===== src/rtl/axi_lite_regfile_s_if.sv =====
// AXI4-Lite bus bundle for axi_lite_regfile_s; signal names follow the slave's port list.
interface axi_lite_regfile_s_if #(
    parameter int AXI_ADDR_WIDTH = 32,
    parameter int AXI_DATA_WIDTH = 32
);
    logic [AXI_ADDR_WIDTH-1:0]   i_axi_awaddr;
    logic [2:0]                  i_axi_awprot;
    logic                        i_axi_awvalid;
    logic                        o_axi_awready;
    logic [AXI_DATA_WIDTH-1:0]   i_axi_wdata;
    logic [AXI_DATA_WIDTH/8-1:0] i_axi_wstrb;
    logic                        i_axi_wvalid;
    logic                        o_axi_wready;
    logic [1:0]                  o_axi_bresp;
    logic                        o_axi_bvalid;
    logic                        i_axi_bready;
    logic [AXI_ADDR_WIDTH-1:0]   i_axi_araddr;
    logic [2:0]                  i_axi_arprot;
    logic                        i_axi_arvalid;
    logic                        o_axi_arready;
    logic [AXI_DATA_WIDTH-1:0]   o_axi_rdata;
    logic [1:0]                  o_axi_rresp;
    logic                        o_axi_rvalid;
    logic                        i_axi_rready;

    modport slave (
        input  i_axi_awaddr, i_axi_awprot, i_axi_awvalid,
        output o_axi_awready,
        input  i_axi_wdata, i_axi_wstrb, i_axi_wvalid,
        output o_axi_wready,
        output o_axi_bresp, o_axi_bvalid,
        input  i_axi_bready,
        input  i_axi_araddr, i_axi_arprot, i_axi_arvalid,
        output o_axi_arready,
        output o_axi_rdata, o_axi_rresp, o_axi_rvalid,
        input  i_axi_rready
    );

    modport master (
        output i_axi_awaddr, i_axi_awprot, i_axi_awvalid,
        input  o_axi_awready,
        output i_axi_wdata, i_axi_wstrb, i_axi_wvalid,
        input  o_axi_wready,
        input  o_axi_bresp, o_axi_bvalid,
        output i_axi_bready,
        output i_axi_araddr, i_axi_arprot, i_axi_arvalid,
        input  o_axi_arready,
        input  o_axi_rdata, o_axi_rresp, o_axi_rvalid,
        output i_axi_rready
    );
endinterface


===== src/rtl/axi_lite_regfile_s.sv =====
// AXI4-Lite slave register file: independent write (AW/W any order) and read paths,
// byte-lane writes, SLVERR outside the register window, count of OKAY writes.
module axi_lite_regfile_s #(
    parameter logic [31:0] AXI_SLAVE_ADDR_BASE = 32'h4000_0000,
    parameter int          AXI_ADDR_WIDTH      = 32,
    parameter int          AXI_DATA_WIDTH      = 32,
    parameter int unsigned AXI_REG_NUM         = 16
) (
    input  logic                 i_axi_lite_clk,
    input  logic                 i_axi_lite_rst,
    axi_lite_regfile_s_if.slave  s_axi,
    output logic [15:0]          o_wr_count
);
    localparam int unsigned IDX_W = $clog2(AXI_REG_NUM);
    localparam logic [AXI_ADDR_WIDTH-1:0] LP_BASE = AXI_ADDR_WIDTH'(AXI_SLAVE_ADDR_BASE);
    localparam logic [AXI_ADDR_WIDTH-1:0] LP_SPAN = AXI_ADDR_WIDTH'(4 * AXI_REG_NUM);
    localparam logic [1:0] RESP_OKAY   = 2'b00;
    localparam logic [1:0] RESP_SLVERR = 2'b10;

    typedef enum logic [1:0] {W_IDLE, W_COMMIT, W_RESP} wstate_t;
    typedef enum logic {R_IDLE, R_DATA} rstate_t;

    wstate_t                   r_wstate;
    rstate_t                   r_rstate;
    logic [AXI_DATA_WIDTH-1:0] r_regs [AXI_REG_NUM];
    logic                      r_aw_held, r_w_held;
    logic [AXI_ADDR_WIDTH-1:0] r_awaddr;
    logic [AXI_DATA_WIDTH-1:0] r_wdata;
    logic [3:0]                r_wstrb;
    logic                      r_awready, r_wready, r_bvalid, r_arready, r_rvalid;
    logic [1:0]                r_bresp, r_rresp;
    logic [AXI_DATA_WIDTH-1:0] r_rdata;
    logic [15:0]               r_wr_count;

    logic [AXI_ADDR_WIDTH-1:0] w_wr_off, w_rd_off;
    logic                      w_wr_hit, w_rd_hit;
    logic [IDX_W-1:0]          w_wr_idx, w_rd_idx;
    logic [AXI_DATA_WIDTH-1:0] w_wmask;
    logic                      w_aw_hs, w_w_hs, w_ar_hs;
    logic                      w_unused;

    assign w_wr_off = r_awaddr - LP_BASE;
    assign w_wr_hit = (r_awaddr >= LP_BASE) && (w_wr_off < LP_SPAN);
    assign w_wr_idx = w_wr_off[IDX_W+1:2];
    assign w_rd_off = s_axi.i_axi_araddr - LP_BASE;
    assign w_rd_hit = (s_axi.i_axi_araddr >= LP_BASE) && (w_rd_off < LP_SPAN);
    assign w_rd_idx = w_rd_off[IDX_W+1:2];
    assign w_wmask  = {{8{r_wstrb[3]}}, {8{r_wstrb[2]}}, {8{r_wstrb[1]}}, {8{r_wstrb[0]}}};
    assign w_aw_hs  = s_axi.i_axi_awvalid && r_awready;
    assign w_w_hs   = s_axi.i_axi_wvalid && r_wready;
    assign w_ar_hs  = s_axi.i_axi_arvalid && r_arready;
    assign w_unused = ^{s_axi.i_axi_awprot, s_axi.i_axi_arprot};

    // Write path: AW and W are latched independently; the commit waits until both are held.
    always_ff @(posedge i_axi_lite_clk) begin
        if (i_axi_lite_rst) begin
            r_wstate   <= W_IDLE;
            r_aw_held  <= 1'b0;
            r_w_held   <= 1'b0;
            r_awaddr   <= '0;
            r_wdata    <= '0;
            r_wstrb    <= '0;
            r_awready  <= 1'b1;
            r_wready   <= 1'b1;
            r_bvalid   <= 1'b0;
            r_bresp    <= RESP_OKAY;
            r_wr_count <= '0;
            for (int unsigned i = 0; i < AXI_REG_NUM; i++) r_regs[i] <= '0;
        end else begin
            case (r_wstate)
                W_IDLE: begin
                    if (w_aw_hs) begin
                        r_aw_held <= 1'b1;
                        r_awaddr  <= s_axi.i_axi_awaddr;
                        r_awready <= 1'b0;
                    end
                    if (w_w_hs) begin
                        r_w_held <= 1'b1;
                        r_wdata  <= s_axi.i_axi_wdata;
                        r_wstrb  <= s_axi.i_axi_wstrb;
                        r_wready <= 1'b0;
                    end
                    if ((r_aw_held || w_aw_hs) && (r_w_held || w_w_hs)) r_wstate <= W_COMMIT;
                end
                W_COMMIT: begin
                    if (w_wr_hit) begin
                        r_regs[w_wr_idx] <= (r_regs[w_wr_idx] & ~w_wmask) | (r_wdata & w_wmask);
                        r_wr_count       <= r_wr_count + 16'd1;
                        r_bresp          <= RESP_OKAY;
                    end else begin
                        r_bresp <= RESP_SLVERR;
                    end
                    r_bvalid <= 1'b1;
                    r_wstate <= W_RESP;
                end
                W_RESP: begin
                    if (s_axi.i_axi_bready) begin
                        r_bvalid  <= 1'b0;
                        r_aw_held <= 1'b0;
                        r_w_held  <= 1'b0;
                        r_awready <= 1'b1;
                        r_wready  <= 1'b1;
                        r_wstate  <= W_IDLE;
                    end
                end
                default: r_wstate <= W_IDLE;
            endcase
        end
    end

    // Read path samples the register array with the pre-commit value on a coincident edge.
    always_ff @(posedge i_axi_lite_clk) begin
        if (i_axi_lite_rst) begin
            r_rstate  <= R_IDLE;
            r_arready <= 1'b1;
            r_rvalid  <= 1'b0;
            r_rresp   <= RESP_OKAY;
            r_rdata   <= '0;
        end else begin
            case (r_rstate)
                R_IDLE: begin
                    if (w_ar_hs) begin
                        r_arready <= 1'b0;
                        r_rvalid  <= 1'b1;
                        r_rdata   <= w_rd_hit ? r_regs[w_rd_idx] : '0;
                        r_rresp   <= w_rd_hit ? RESP_OKAY : RESP_SLVERR;
                        r_rstate  <= R_DATA;
                    end
                end
                R_DATA: begin
                    if (s_axi.i_axi_rready) begin
                        r_rvalid  <= 1'b0;
                        r_arready <= 1'b1;
                        r_rstate  <= R_IDLE;
                    end
                end
                default: r_rstate <= R_IDLE;
            endcase
        end
    end

    assign s_axi.o_axi_awready = r_awready;
    assign s_axi.o_axi_wready  = r_wready;
    assign s_axi.o_axi_bvalid  = r_bvalid;
    assign s_axi.o_axi_bresp   = r_bresp;
    assign s_axi.o_axi_arready = r_arready;
    assign s_axi.o_axi_rvalid  = r_rvalid;
    assign s_axi.o_axi_rresp   = r_rresp;
    assign s_axi.o_axi_rdata   = r_rdata;
    assign o_wr_count          = r_wr_count;
endmodule


===== src/flat_wrapper.sv =====
// flat-port wrapper written by rule: the top's interface ports become plain ports
module axi_lite_regfile_s_flat 
#(
    parameter logic [31:0] AXI_SLAVE_ADDR_BASE = 32'h4000_0000,
    parameter int          AXI_ADDR_WIDTH      = 32,
    parameter int          AXI_DATA_WIDTH      = 32,
    parameter int unsigned AXI_REG_NUM         = 16
)
  (i_axi_lite_clk, i_axi_lite_rst, o_wr_count, s_axi_i_axi_awaddr, s_axi_i_axi_awprot, s_axi_i_axi_awvalid, s_axi_o_axi_awready, s_axi_i_axi_wdata, s_axi_i_axi_wstrb, s_axi_i_axi_wvalid, s_axi_o_axi_wready, s_axi_o_axi_bresp, s_axi_o_axi_bvalid, s_axi_i_axi_bready, s_axi_i_axi_araddr, s_axi_i_axi_arprot, s_axi_i_axi_arvalid, s_axi_o_axi_arready, s_axi_o_axi_rdata, s_axi_o_axi_rresp, s_axi_o_axi_rvalid, s_axi_i_axi_rready);
  axi_lite_regfile_s_if #(.AXI_ADDR_WIDTH(AXI_ADDR_WIDTH), .AXI_DATA_WIDTH(AXI_DATA_WIDTH)) s_axi_i ();
  input  logic i_axi_lite_clk;
  input  logic i_axi_lite_rst;
  output logic [15:0] o_wr_count;
  input wire logic [$bits(s_axi_i.i_axi_awaddr)-1:0] s_axi_i_axi_awaddr;
  input wire logic [$bits(s_axi_i.i_axi_awprot)-1:0] s_axi_i_axi_awprot;
  input wire logic [$bits(s_axi_i.i_axi_awvalid)-1:0] s_axi_i_axi_awvalid;
  output wire logic [$bits(s_axi_i.o_axi_awready)-1:0] s_axi_o_axi_awready;
  input wire logic [$bits(s_axi_i.i_axi_wdata)-1:0] s_axi_i_axi_wdata;
  input wire logic [$bits(s_axi_i.i_axi_wstrb)-1:0] s_axi_i_axi_wstrb;
  input wire logic [$bits(s_axi_i.i_axi_wvalid)-1:0] s_axi_i_axi_wvalid;
  output wire logic [$bits(s_axi_i.o_axi_wready)-1:0] s_axi_o_axi_wready;
  output wire logic [$bits(s_axi_i.o_axi_bresp)-1:0] s_axi_o_axi_bresp;
  output wire logic [$bits(s_axi_i.o_axi_bvalid)-1:0] s_axi_o_axi_bvalid;
  input wire logic [$bits(s_axi_i.i_axi_bready)-1:0] s_axi_i_axi_bready;
  input wire logic [$bits(s_axi_i.i_axi_araddr)-1:0] s_axi_i_axi_araddr;
  input wire logic [$bits(s_axi_i.i_axi_arprot)-1:0] s_axi_i_axi_arprot;
  input wire logic [$bits(s_axi_i.i_axi_arvalid)-1:0] s_axi_i_axi_arvalid;
  output wire logic [$bits(s_axi_i.o_axi_arready)-1:0] s_axi_o_axi_arready;
  output wire logic [$bits(s_axi_i.o_axi_rdata)-1:0] s_axi_o_axi_rdata;
  output wire logic [$bits(s_axi_i.o_axi_rresp)-1:0] s_axi_o_axi_rresp;
  output wire logic [$bits(s_axi_i.o_axi_rvalid)-1:0] s_axi_o_axi_rvalid;
  input wire logic [$bits(s_axi_i.i_axi_rready)-1:0] s_axi_i_axi_rready;
  assign s_axi_i.i_axi_awaddr = s_axi_i_axi_awaddr;
  assign s_axi_i.i_axi_awprot = s_axi_i_axi_awprot;
  assign s_axi_i.i_axi_awvalid = s_axi_i_axi_awvalid;
  assign s_axi_o_axi_awready = s_axi_i.o_axi_awready;
  assign s_axi_i.i_axi_wdata = s_axi_i_axi_wdata;
  assign s_axi_i.i_axi_wstrb = s_axi_i_axi_wstrb;
  assign s_axi_i.i_axi_wvalid = s_axi_i_axi_wvalid;
  assign s_axi_o_axi_wready = s_axi_i.o_axi_wready;
  assign s_axi_o_axi_bresp = s_axi_i.o_axi_bresp;
  assign s_axi_o_axi_bvalid = s_axi_i.o_axi_bvalid;
  assign s_axi_i.i_axi_bready = s_axi_i_axi_bready;
  assign s_axi_i.i_axi_araddr = s_axi_i_axi_araddr;
  assign s_axi_i.i_axi_arprot = s_axi_i_axi_arprot;
  assign s_axi_i.i_axi_arvalid = s_axi_i_axi_arvalid;
  assign s_axi_o_axi_arready = s_axi_i.o_axi_arready;
  assign s_axi_o_axi_rdata = s_axi_i.o_axi_rdata;
  assign s_axi_o_axi_rresp = s_axi_i.o_axi_rresp;
  assign s_axi_o_axi_rvalid = s_axi_i.o_axi_rvalid;
  assign s_axi_i.i_axi_rready = s_axi_i_axi_rready;
  axi_lite_regfile_s #(.AXI_SLAVE_ADDR_BASE(AXI_SLAVE_ADDR_BASE), .AXI_ADDR_WIDTH(AXI_ADDR_WIDTH), .AXI_DATA_WIDTH(AXI_DATA_WIDTH), .AXI_REG_NUM(AXI_REG_NUM)) u_core (.i_axi_lite_clk(i_axi_lite_clk), .i_axi_lite_rst(i_axi_lite_rst), .s_axi(s_axi_i), .o_wr_count(o_wr_count));
endmodule

===== config.mk =====
export PLATFORM = sky130hd
export DESIGN_NAME = axi_lite_regfile_s_flat
export DESIGN_NICKNAME = d
export VERILOG_FILES = /design/src/rtl/axi_lite_regfile_s_if.sv /design/src/rtl/axi_lite_regfile_s.sv /design/src/flat_wrapper.sv
export SDC_FILE = /design/constraint.sdc
export NUM_CORES = 1
export LEC_CHECK = 0
export ABC_AREA = 0
export CAP_MARGIN = 20
export CELL_PAD_IN_SITES_DETAIL_PLACEMENT = 2
export CELL_PAD_IN_SITES_GLOBAL_PLACEMENT = 2
export CORE_ASPECT_RATIO = 0.6
export CORE_MARGIN = 4
export CORE_UTILIZATION = 43
export CTS_CLUSTER_DIAMETER = 80
export DETAILED_ROUTE_END_ITERATION = 12
export PLACE_DENSITY_LB_ADDON = 0.1
export SLEW_MARGIN = 30
export SYNTH_ARGS = -nofsm -noshare
export SYNTH_HDL_FRONTEND = slang
export SYNTH_SLANG_ARGS = --single-unit

===== constraint.sdc =====
create_clock -name i_axi_lite_clk -period 3.8 [get_ports i_axi_lite_clk]
set_input_delay 0.38 -clock i_axi_lite_clk [delete_from_list [all_inputs] [get_ports i_axi_lite_clk]]
set_output_delay 0.38 -clock i_axi_lite_clk [all_outputs]
set_load 0.03 [all_outputs]

# After elaboration in Yosys (flattened, before gate mapping)
# Memories as Yosys holds them, arrays and structs flattened.
# Cells that the tools add are included.
[word_totals]
reg_bits = 130
mem_count = 1
ramBits = 512
output_inout_bits = 57
[op_classes]
reduce_logical = 21
add_sub_neg = 3
n_bitwise = 5
mux = 35
eq_ne = 8
n_lt_le_gt_ge = 4
[memory_table]
columns = ["memory", "words", "word_bits", "read_ports", "rd_ports_with_merged_regs", "write_ports", "line", "text"]
rows = [
  ["u_core.r_regs", 16, 32, 2, 0, 16, "axi_lite_regfile_s.sv:25", "logic [AXI_DATA_WIDTH-1:0] r_regs [AXI_REG_NUM];"],
]
[ops]
columns = ["cell", "count"]
rows = [
  ["bitwise AND 32 bit", 2],
  ["greater-or-equal comparator 32 x 31 -> 1 bit (second input constant)", 2],
  ["less-than comparator 32 x 7 -> 1 bit (second input constant)", 2],
  ["2-to-1 mux 32 bit", 2],
  ["subtractor 32 x 31 -> 32 bit (second input constant)", 2],
  ["inverter 32 bit", 1],
  ["OR 32 bit", 1],
  ["OR reduction 32 bit", 1],
  ["2-to-1 mux 1 bit", 19],
  ["adder 16 x 1 -> 16 bit (second input constant)", 1],
  ["case mux 1 bit (2 select lines)", 8],
  ["AND reduction 2 bit", 7],
  ["2-to-1 mux 2 bit", 4],
  ["!= test 2 x 1 -> 1 bit (second input constant)", 4],
  ["logical AND 1 bit", 6],
  ["case mux 2 bit (3 select lines)", 1],
  ["AND reduction 3 bit", 2],
  ["2-to-1 mux 4 bit", 1],
  ["!= test 2 bit (second input constant)", 2],
  ["nonzero test 2 bit", 2],
  ["equality test 2 x 1 -> 1 bit (second input constant)", 1],
  ["equality test 2 bit (second input constant)", 1],
  ["logical NOT 2 bit", 1],
  ["logical OR 1 bit", 2],
  ["inverter 1 bit", 1],
]

# Logic depth before layout (Yosys ltp)
[logic_depth]
word_depth = 9
mapped_depth = 9
mapped_depth_nobuf = 5

# Worst setup path after synthesis
# No wires, ideal clock.
[synth_timing]
kind = "register to register"
start = "register u_core.r_wstate[1]"
end = "memory u_core.r_regs[12][0], enable pin"
path_stages_with_launch = 8
setup_ns = 0.394
setup_slack_ns = 1.102
arrival_time_ns = 2.304
path_cell_list = "dfxtp_1 clkbuf_2 nor4b_2 nand4_2 nor2_4 buf_12 nand3_4 nand2b_1"
[synth_lines]
columns = ["element", "line", "text"]
rows = [
  ["from (decl)", "axi_lite_regfile_s.sv:23", "wstate_t r_wstate;"],
  ["from (signal assigned)", "axi_lite_regfile_s.sv:57", "r_wstate <= W_IDLE;"],
  ["from (signal assigned)", "axi_lite_regfile_s.sv:83", "if ((r_aw_held || w_aw_hs) && (r_w_held || w_w_hs)) r_wstate <= W_COMMIT;"],
  ["from (signal assigned)", "axi_lite_regfile_s.sv:94", "r_wstate <= W_RESP;"],
  ["to (decl)", "axi_lite_regfile_s.sv:25", ""],
]

==> results.tsv <==
metric	value	unit
status	finished clean	
Syn Area/Cell	13.4	um^2
GPL Wtd Cong	0.779	
max cap viols	0	
final WL	123	mm
Cell variety after synth	43	
pin count of the biggest net entering global routing	63	
CTS resizes	0	
die height	219	um
DIE AREA	0.0784	mm^2
post-synth top area cell	edfxtp_1	
Top FF cell, synth	edfxtp_1	
worst skew pair latency	0.64	ns
layout cells sized above 1	0.229	
Critical Path, Cell by Cell	buf_4 -> mux4_2 -> a22oi_1 -> and3_1 -> nor3_1	
DRC	0	
detailed router's first-iteration violation count	2953	
global-route usage over all layers	0.311	
global route overflow	0	
sequential-to-total area share from yosys stat	0.563	
CP max-delay cell	and3_1	
worst path required time	4.13	ns
worst hold stages	2	
Root Driver	clkbuf_16	
ant diodes	0	
synthesis warning total	0	
dpl hpwl	72.0	mm
vias	23400	
CTS Hold Bufs	0	
actual slew at the worst max-slew pin	1.06	ns
fraction of registers with async set/reset	0	
Core ar.	0.0725	mm^2
worst setup margin	0.817	ns
WP buf/inv	1	
Filler cells	6758	
Leak Pwr	11.7	nW
Die Wd	359	um
Max VDD drop	0.000360	V
First-pass DRT Iterations	5	
CTS tree	yes	
#FFs+latches synth	638	
Worst R2R Path Depth	5	
Mapped Cells	2376	
Worst-path clk slew	0.07	ns
Final Max Slew Viols	0	
ranking of synthesized cells by area	edfxtp_1 (48%), mux4_2 (18%), dfxtp_1 (7.9%)	
Layout Skew	0.0451	ns
top-count cell post-synth	edfxtp_1	
CTS buffer count	66	
Final Hold Violating Endpoints	0	
crit-path max FO	24	
Rows	76	
critical path class	reg2reg	
Max Clk Rate	335	MHz
Slew HR	0.290	
synthesized cell area	0.0318	mm^2
P&R area growth vs syn	14.5	%
Max stage delay on crit path	0.67	ns
area fraction of the dominant cell type after synthesis	0.484	
Avg Vias per Cell	6.84	
Final Critical Period	2.98	ns
Post-CTS Setup Inserts	0	
port bufs	157	
number of global-route vias before repair	25000	
Worst path top cell family by delay	simple AND/OR/NAND/NOR gates	
crit path DAT	3.31	ns
PD cells	465	mW/mm^2
Commonest cells post-synth	edfxtp_1 (512), nor3_1 (499), mux4_2 (257)	
H-tree levels	3	
Startpoint Class	flip-flop	
DR WL/cell	35.9	um
RSZ-0062 raised after global routing	false	
EDFF count, synth	512	
pre-CTS WS	0.932	ns
setup TNS	0	ns
WP depth	5	
Initial Util	0.438	
DRT antenna net count	0	
Tcrit/Tclk final	0.785	
first-pass GRT wire length	178	mm
worst min path class	in2reg	
clock sink count	638	
final setup fails	0	
Clock Tree Buf Depth	3	
IO Pins	170	
Crit. End Element	flip-flop	
post-layout net count	2510	
initial antenna violation count	1	
-- cells by family after synthesis --
group | share of synthesized area
and+or+nand+nor | 0.147
DFF | 0.563
buffers and inverters | 0.0526
muxes | 0.183
AOI/OAI and AO/OA | 0.0496
xor gates and xnor gates | 0.00414
adders and majority gates | 0.000394
other | 0.000118
-- stage by stage --
step	total power, W	cell area, um^2	utilization	instances	hold slack [ns]
2_1_floorplan	0.00955	31800	-	2377	0.432
3_3_place_gp	0.0102	34200	0.472	3303	0.443
3_5_place_dp	0.0103	34200	0.472	3303	0.452
4_1_cts	0.0170	36400	0.502	3423	0.273
5_1_grt	0.0174	36400	0.502	3423	0.294
6_report	0.0169	36400	0.502	3423	0.274
-- worst paths after layout --
| check | start | to | slack (ns) |
|---|---|---|---|
| max | u_core.r_awaddr[2] | u_core.r_regs[3][9] | 0.82 |
| min | i_axi_lite_rst | u_core.r_rstate | 0.27 |
| max reg2reg | u_core.r_awaddr[2] | u_core.r_regs[3][9] | 0.82 |
| min reg2reg | u_core.r_wdata[16] | u_core.r_wdata[16] | 0.46 |
-- worst register-to-register path: stages (launching register included) --
cell and delay (ns):
dfxtp_4 0.47, buf_4 0.52, mux4_2 0.64, a22oi_1 0.23, and3_1 0.67, nor3_1 0.17
-- report_power, final --
group,switching (W),internal [W]
clock network,0.00289,0.00377
registers,0.000203,0.00777
logic,0.00147,0.000791
total,0.00456,0.0123
-- layer usage --
metal / global-route usage / routed length [um] / vias to the layer above
met1: 0.445 / 51700 / 12500
met5: 0 / 0 / -
met4: 0.0999 / 3810 / 0
met3: 0.0520 / 11200 / 246
li1: - / - / 9298
met2: 0.487 / 56100 / 1314
-- flip-flops by register name, indices dropped and copies added, names as in the netlist --
name	count
u_core.o_wr_count	16
u_core.r_aw_held	1
u_core.r_awaddr	30
u_core.r_regs	512
u_core.r_rstate	1
u_core.r_w_held	1
u_core.r_wdata	32
u_core.r_wstate	2
u_core.r_wstrb	4
u_core.s_axi.o_axi_arready	1
u_core.s_axi.o_axi_awready	1
u_core.s_axi.o_axi_bresp	1
u_core.s_axi.o_axi_bvalid	1
u_core.s_axi.o_axi_rdata	32
u_core.s_axi.o_axi_rresp	1
u_core.s_axi.o_axi_rvalid	1
u_core.s_axi.o_axi_wready	1
-- placed cells by master, fill, tap and decap left out, types with 32 or more instances in the layout --
| cell | Yosys | final |
|---|---|---|
| dfxtp_1 | 126 | 123 |
| buf_4 | 40 | 81 |
| mux4_2 | 257 | 257 |
| and3_1 | 35 | 33 |
| nor3_1 | 499 | 498 |
| edfxtp_1 | 512 | 512 |
| nand2_1 | 202 | 202 |
| a22oi_1 | 92 | 92 |
| clkdlybuf4s50_1 | 0 | 154 |
| a21oi_1 | 109 | 109 |
| a22o_1 | 32 | 32 |
| clkbuf_16 | 0 | 69 |
-- cell type report --
class / instances / area [um^2] / share of cell area
inverter: 3 / 11.3 / 0.000310
multi-input combinational: 1425 / 12400 / 0.341
clock inverter: 25 / 234 / 0.00643
tap: 975 / 1220 / 0.0335
clock buffer: 95 / 1900 / 0.0524
sequential: 638 / 17900 / 0.492
timing repair buffer: 262 / 2680 / 0.0738
(Power assumes the default switching activity.)
